--- config.mk ---
export PLATFORM = sky130hd
export DESIGN_NAME = fetch_exec_sequencer
export DESIGN_NICKNAME = d
export VERILOG_FILES = /design/src/rtl/fetch_exec_sequencer.sv
export SDC_FILE = /design/constraint.sdc
export NUM_CORES = 1
export LEC_CHECK = 0
export ABC_AREA = 1
export BUFFER_PORTS_ARGS = -buffer_cell sky130_fd_sc_hd__buf_2
export CELL_PAD_IN_SITES_DETAIL_PLACEMENT = 0
export CELL_PAD_IN_SITES_GLOBAL_PLACEMENT = 2
export CORE_MARGIN = 5
export CORE_UTILIZATION = 26
export CTS_BUF_LIST = sky130_fd_sc_hd__clkbuf_16
export DETAILED_ROUTE_END_ITERATION = 6
export PLACE_DENSITY_LB_ADDON = 0.1
export RECOVER_POWER = 100
export SLEW_MARGIN = 40
export SYNTH_ARGS = -nofsm -noshare
export SYNTH_HDL_FRONTEND = slang
export SYNTH_SLANG_ARGS = --single-unit
export TNS_END_PERCENT = 20
--- constraint.sdc ---
create_clock -name clk -period 1.3 [get_ports clk]
set_input_delay 0.065 -clock clk [delete_from_list [all_inputs] [get_ports clk]]
set_output_delay 0.065 -clock clk [all_outputs]
set_load 0.005 [all_outputs]
--- src/rtl/fetch_exec_sequencer.sv ---
// rtl/fetch_exec_sequencer.sv - two-phase fetch/execute sequencer with fetch timeout fault
//
// Ports:
//   clk, reset         rising-edge clock, synchronous active-high reset
//   run, step          free-run level / single-instruction pulse (step honoured only in HALT)
//   instr_in[7:0]      program memory data {opcode, operand}, qualified by instr_valid in FETCH
//   alu_carry/zero     ALU results for the instruction in EXEC, written when flag_we=1
//   fault_clr          clears the sticky fault
//   fetch_req          high in FETCH
//   dec_addr[6:0]      {opcode, carry_flag, zero_flag, phase} to the control-word decoder
//   phase              1 in EXEC
//   operand[3:0]       IR[3:0]
//   halted             high in HALT
//   fault              sticky fetch-timeout flag
//   instr_count        retired-instruction counter, wraps

module fetch_exec_sequencer #(
    parameter int TIMEOUT = 15,
    parameter int COUNT_W = 8
) (
    input  logic               clk,
    input  logic               reset,
    input  logic               run,
    input  logic               step,
    input  logic [7:0]         instr_in,
    input  logic               instr_valid,
    input  logic               alu_carry,
    input  logic               alu_zero,
    input  logic               flag_we,
    input  logic               fault_clr,
    output logic               fetch_req,
    output logic [6:0]         dec_addr,
    output logic               phase,
    output logic [3:0]         operand,
    output logic               halted,
    output logic               fault,
    output logic [COUNT_W-1:0] instr_count
);

    typedef enum logic [1:0] {
        S_HALT  = 2'd0,
        S_FETCH = 2'd1,
        S_EXEC  = 2'd2
    } state_t;

    // The wait counter holds the number of empty FETCH cycles already spent,
    // so the TIMEOUT-th empty cycle is the one where it equals TIMEOUT-1.
    localparam logic [7:0] WAIT_LAST = 8'(TIMEOUT - 1);

    state_t             state_q, state_d;
    logic [7:0]         ir_q, ir_d;
    logic [1:0]         flags_q, flags_d;   // {carry, zero}
    logic               fault_q, fault_d;
    logic [COUNT_W-1:0] count_q, count_d;
    logic [7:0]         wait_q, wait_d;
    logic               timeout;

    always_comb begin
        state_d = state_q;
        ir_d    = ir_q;
        flags_d = flags_q;
        count_d = count_q;
        wait_d  = wait_q;
        timeout = 1'b0;

        case (state_q)
            S_HALT: begin
                if (!fault_q && (run || step)) begin
                    state_d = S_FETCH;
                end
            end
            S_FETCH: begin
                if (instr_valid) begin
                    ir_d    = instr_in;
                    wait_d  = 8'd0;
                    state_d = S_EXEC;
                end else if (wait_q == WAIT_LAST) begin
                    timeout = 1'b1;
                    wait_d  = 8'd0;
                    state_d = S_HALT;
                end else begin
                    wait_d = wait_q + 8'd1;
                end
            end
            S_EXEC: begin
                if (flag_we) begin
                    flags_d = {alu_carry, alu_zero};
                end
                count_d = count_q + COUNT_W'(1);
                state_d = run ? S_FETCH : S_HALT;
            end
            default: begin
                state_d = S_HALT;
            end
        endcase

        // A timeout in the same cycle as fault_clr keeps the fault set.
        fault_d = timeout | (fault_q & ~fault_clr);
    end

    always_ff @(posedge clk) begin
        if (reset) begin
            state_q <= S_HALT;
            ir_q    <= 8'h00;
            flags_q <= 2'b00;
            fault_q <= 1'b0;
            count_q <= '0;
            wait_q  <= 8'd0;
        end else begin
            state_q <= state_d;
            ir_q    <= ir_d;
            flags_q <= flags_d;
            fault_q <= fault_d;
            count_q <= count_d;
            wait_q  <= wait_d;
        end
    end

    // Status outputs decode directly from the state flop, so they change only on clock edges.
    assign fetch_req   = (state_q == S_FETCH);
    assign phase       = (state_q == S_EXEC);
    assign halted      = (state_q == S_HALT);
    assign dec_addr    = {ir_q[7:4], flags_q, phase};
    assign operand     = ir_q[3:0];
    assign fault       = fault_q;
    assign instr_count = count_q;

endmodule
==> metrics.txt <==
status=finished clean; vias in the first global route=1188; Global Route Usage Sum=10.66%; drc violations=0; Hold Startpoint=reset; placed insts=285; crit path from=wait_q[0]; first-pass GRT wire length=5382 µm; initial core utilization=27.03%; synthesized area=0.001294 mm²; CTS tree=built; Layout Nets=246; met3 WL=154 µm; crit path buf inv count=1; sequential fraction of the synthesis area=44.87%; IO Pins=40; Mean Syn Cell Area=7.187 µm²; routed vias/inst=4.299; Final Cycle Share=94.19%; wl on met1=1452 µm; Synth cell types=21; Setup Skew=0.006406 ns; total number of vias=1264; worst-path cell chain=inv_1 > ha_2 > nand3_2 > nor2_2 > nor2_4 > nand3_2 > a21oi_2; H-tree Lvls=2; Pins Over Slew Limit=0; grt total ovfl=0; warnings from Yosys=0; row count=25; fin cells=294; Layout area overhead=35.88%; cell with the largest stage delay on the worst path=dfxtp_2; Post-Syn Instances=180; Placed Area=0.001579 mm²; WS Path Type=reg2reg; TritonCTS Sinks=29; CP delay by family, top=simple AND/OR/NAND/NOR gates; number of routed nets with antenna violations=0; initial antenna violation count=0; Top Metal Used=met4; hold violation total from the final report=0; syn_nets=200; Crit Path Max Fanout=8; largest net degree at the start of global routing=18; routed wl met2=1576 µm; critical path's largest stage delay=0.32 ns; PortBufs=39; Die X=80.54 µm; initial DRC count=19; multi-input combinational cell area=653.1 µm²; fmax=816.7 MHz; peak supply drop=499.5 µV; FILL cells=512; GP Congestion=0.7417; Setup-failing EPs final=0; most frequent cells in the layout=43 x nand2_1, 32 x buf_2, 27 x dfxtp_1, 20 x a21oi_1, 20 x nand3_1; clk buf depth=2; Worst-Margin Slew=0.2615 ns; pwr dens=1249 mW/mm²; WL final=3208 µm; Worst-path clk slew=0.05 ns; Max-Cap Viols=0; Num CTS Buffers=5; most used cell, CP=nand3_2; clock latency on the worst-skew pair=0.27 ns; flops & latches, synth=29; Synth area leader=dfxtp_1; ANT cells=0; hold crit path type=in2reg; die area=0.006487 mm²; r2r startpoint=wait_q[0]; Post-CTS Hold Buffers=0; routed length per instance=10.91 µm; Synth top area share=44.87%; hold slack=0.04507 ns; Arr. time, crit path=1.43 ns; Worst slew margin=82.55%; fin util=36.73%; core area=0.004786 mm²; register area=583.1 µm²; Critical Path RT=1.50 ns; DR pass1 iterations=4; CTS Root Cell=clkbuf_16; P_leak=0.0007551 µW; most common cell after layout, fill and taps aside=nand2_1; DP HPWL=2349 µm; ranking of synthesized cells by area=dfxtp_1 45%, nand2_1 13%, a21oi_1 8.9%; share of layout cells above drive strength 1=27.75%; Setup crit start kind=register; crit end category=register; post-route cell area=0.001758 mm²; die height=80.54 µm; Final min period=1.224 ns
-- per-stage QoR --
step	total power (µW)	setup TNS, ns	setup WS (ns)
after floorplan	1052	0	0.1740
after global placement	1142	0	0.01205
after detailed placement	1143	0	0.003268
after CTS	2253	0	0.002371
after global routing	2306	-0.03074	-0.009796
final	2195	0	0.07554
-- report_power, final --
| part | switching, µW | internal, µW |
|---|---|---|
| Clock | 376 | 692 |
| Sequential | 15.1 | 916 |
| Combinational | 117 | 79.1 |
-- cells in the mapped netlist --
master    instances
xor2_1            1
nand3_1          22
a21oi_1          23
buf_2             1
nor2_2            2
o21bai_1          1
inv_2             3
ha_1              3
nor3b_1           1
inv_1            17
o21ai_0           7
nor2_4            2
nand2_1          44
nand3_2           1
buf_4             1
clkbuf_1          3
xnor2_1           1
nor2_1           15
nor3_1            2
dfxtp_1          29
o211ai_1          1
-- flip-flops by register name, indices dropped and copies added, names as in the netlist --
| signal | flops |
|---|---|
| ir_q | 8 |
| wait_q | 8 |
| state_q | 2 |
| flags_q | 2 |
| fault | 1 |
| instr_count | 8 |
-- worst paths after layout --
path / slack, ns / depth (start not counted) / to
worst max-delay path: 0.08 / 7 / wait_q[7]
worst min-delay path: 0.05 / 2 / instr_count[0]
worst min register to register: 0.46 / 2 / flags_q[0]
worst max register to register: 0.08 / 7 / wait_q[7]
-- repair_timing --
item | CTS | global route
setup endpoints to repair | 0 | 20
resized for setup | 0 | 13
hold endpoints to repair | 0 | 0
buffers inserted | 0 | 1
-- area by class of cell --
class                      instances  area share (%)
multi-input combinational        126           37.15
sequential                        29           33.17
timing repair buffer              44           12.74
clock buffer                       5           7.117
tap                               67           4.769
inverter                          20           4.270
clock inverter                     3          0.7829
-- logic make-up after synthesis --
logic type	share of synthesized area [%]
AO/OA/AOI/OAI	12.77
XOR/XNOR	1.354
adder cells (fa/ha/maj)	2.902
buffers and inverters	7.640
flip-flops	44.87
AND/OR/NAND/NOR	30.46
-- layer usage --
metal	global-route usage (%)	up-vias
met1	13.21	561
met2	16.80	26
met3	3.475	2
met5	0	-
met4	4.561	0
li1	-	675
(Power assumes the default switching activity.)
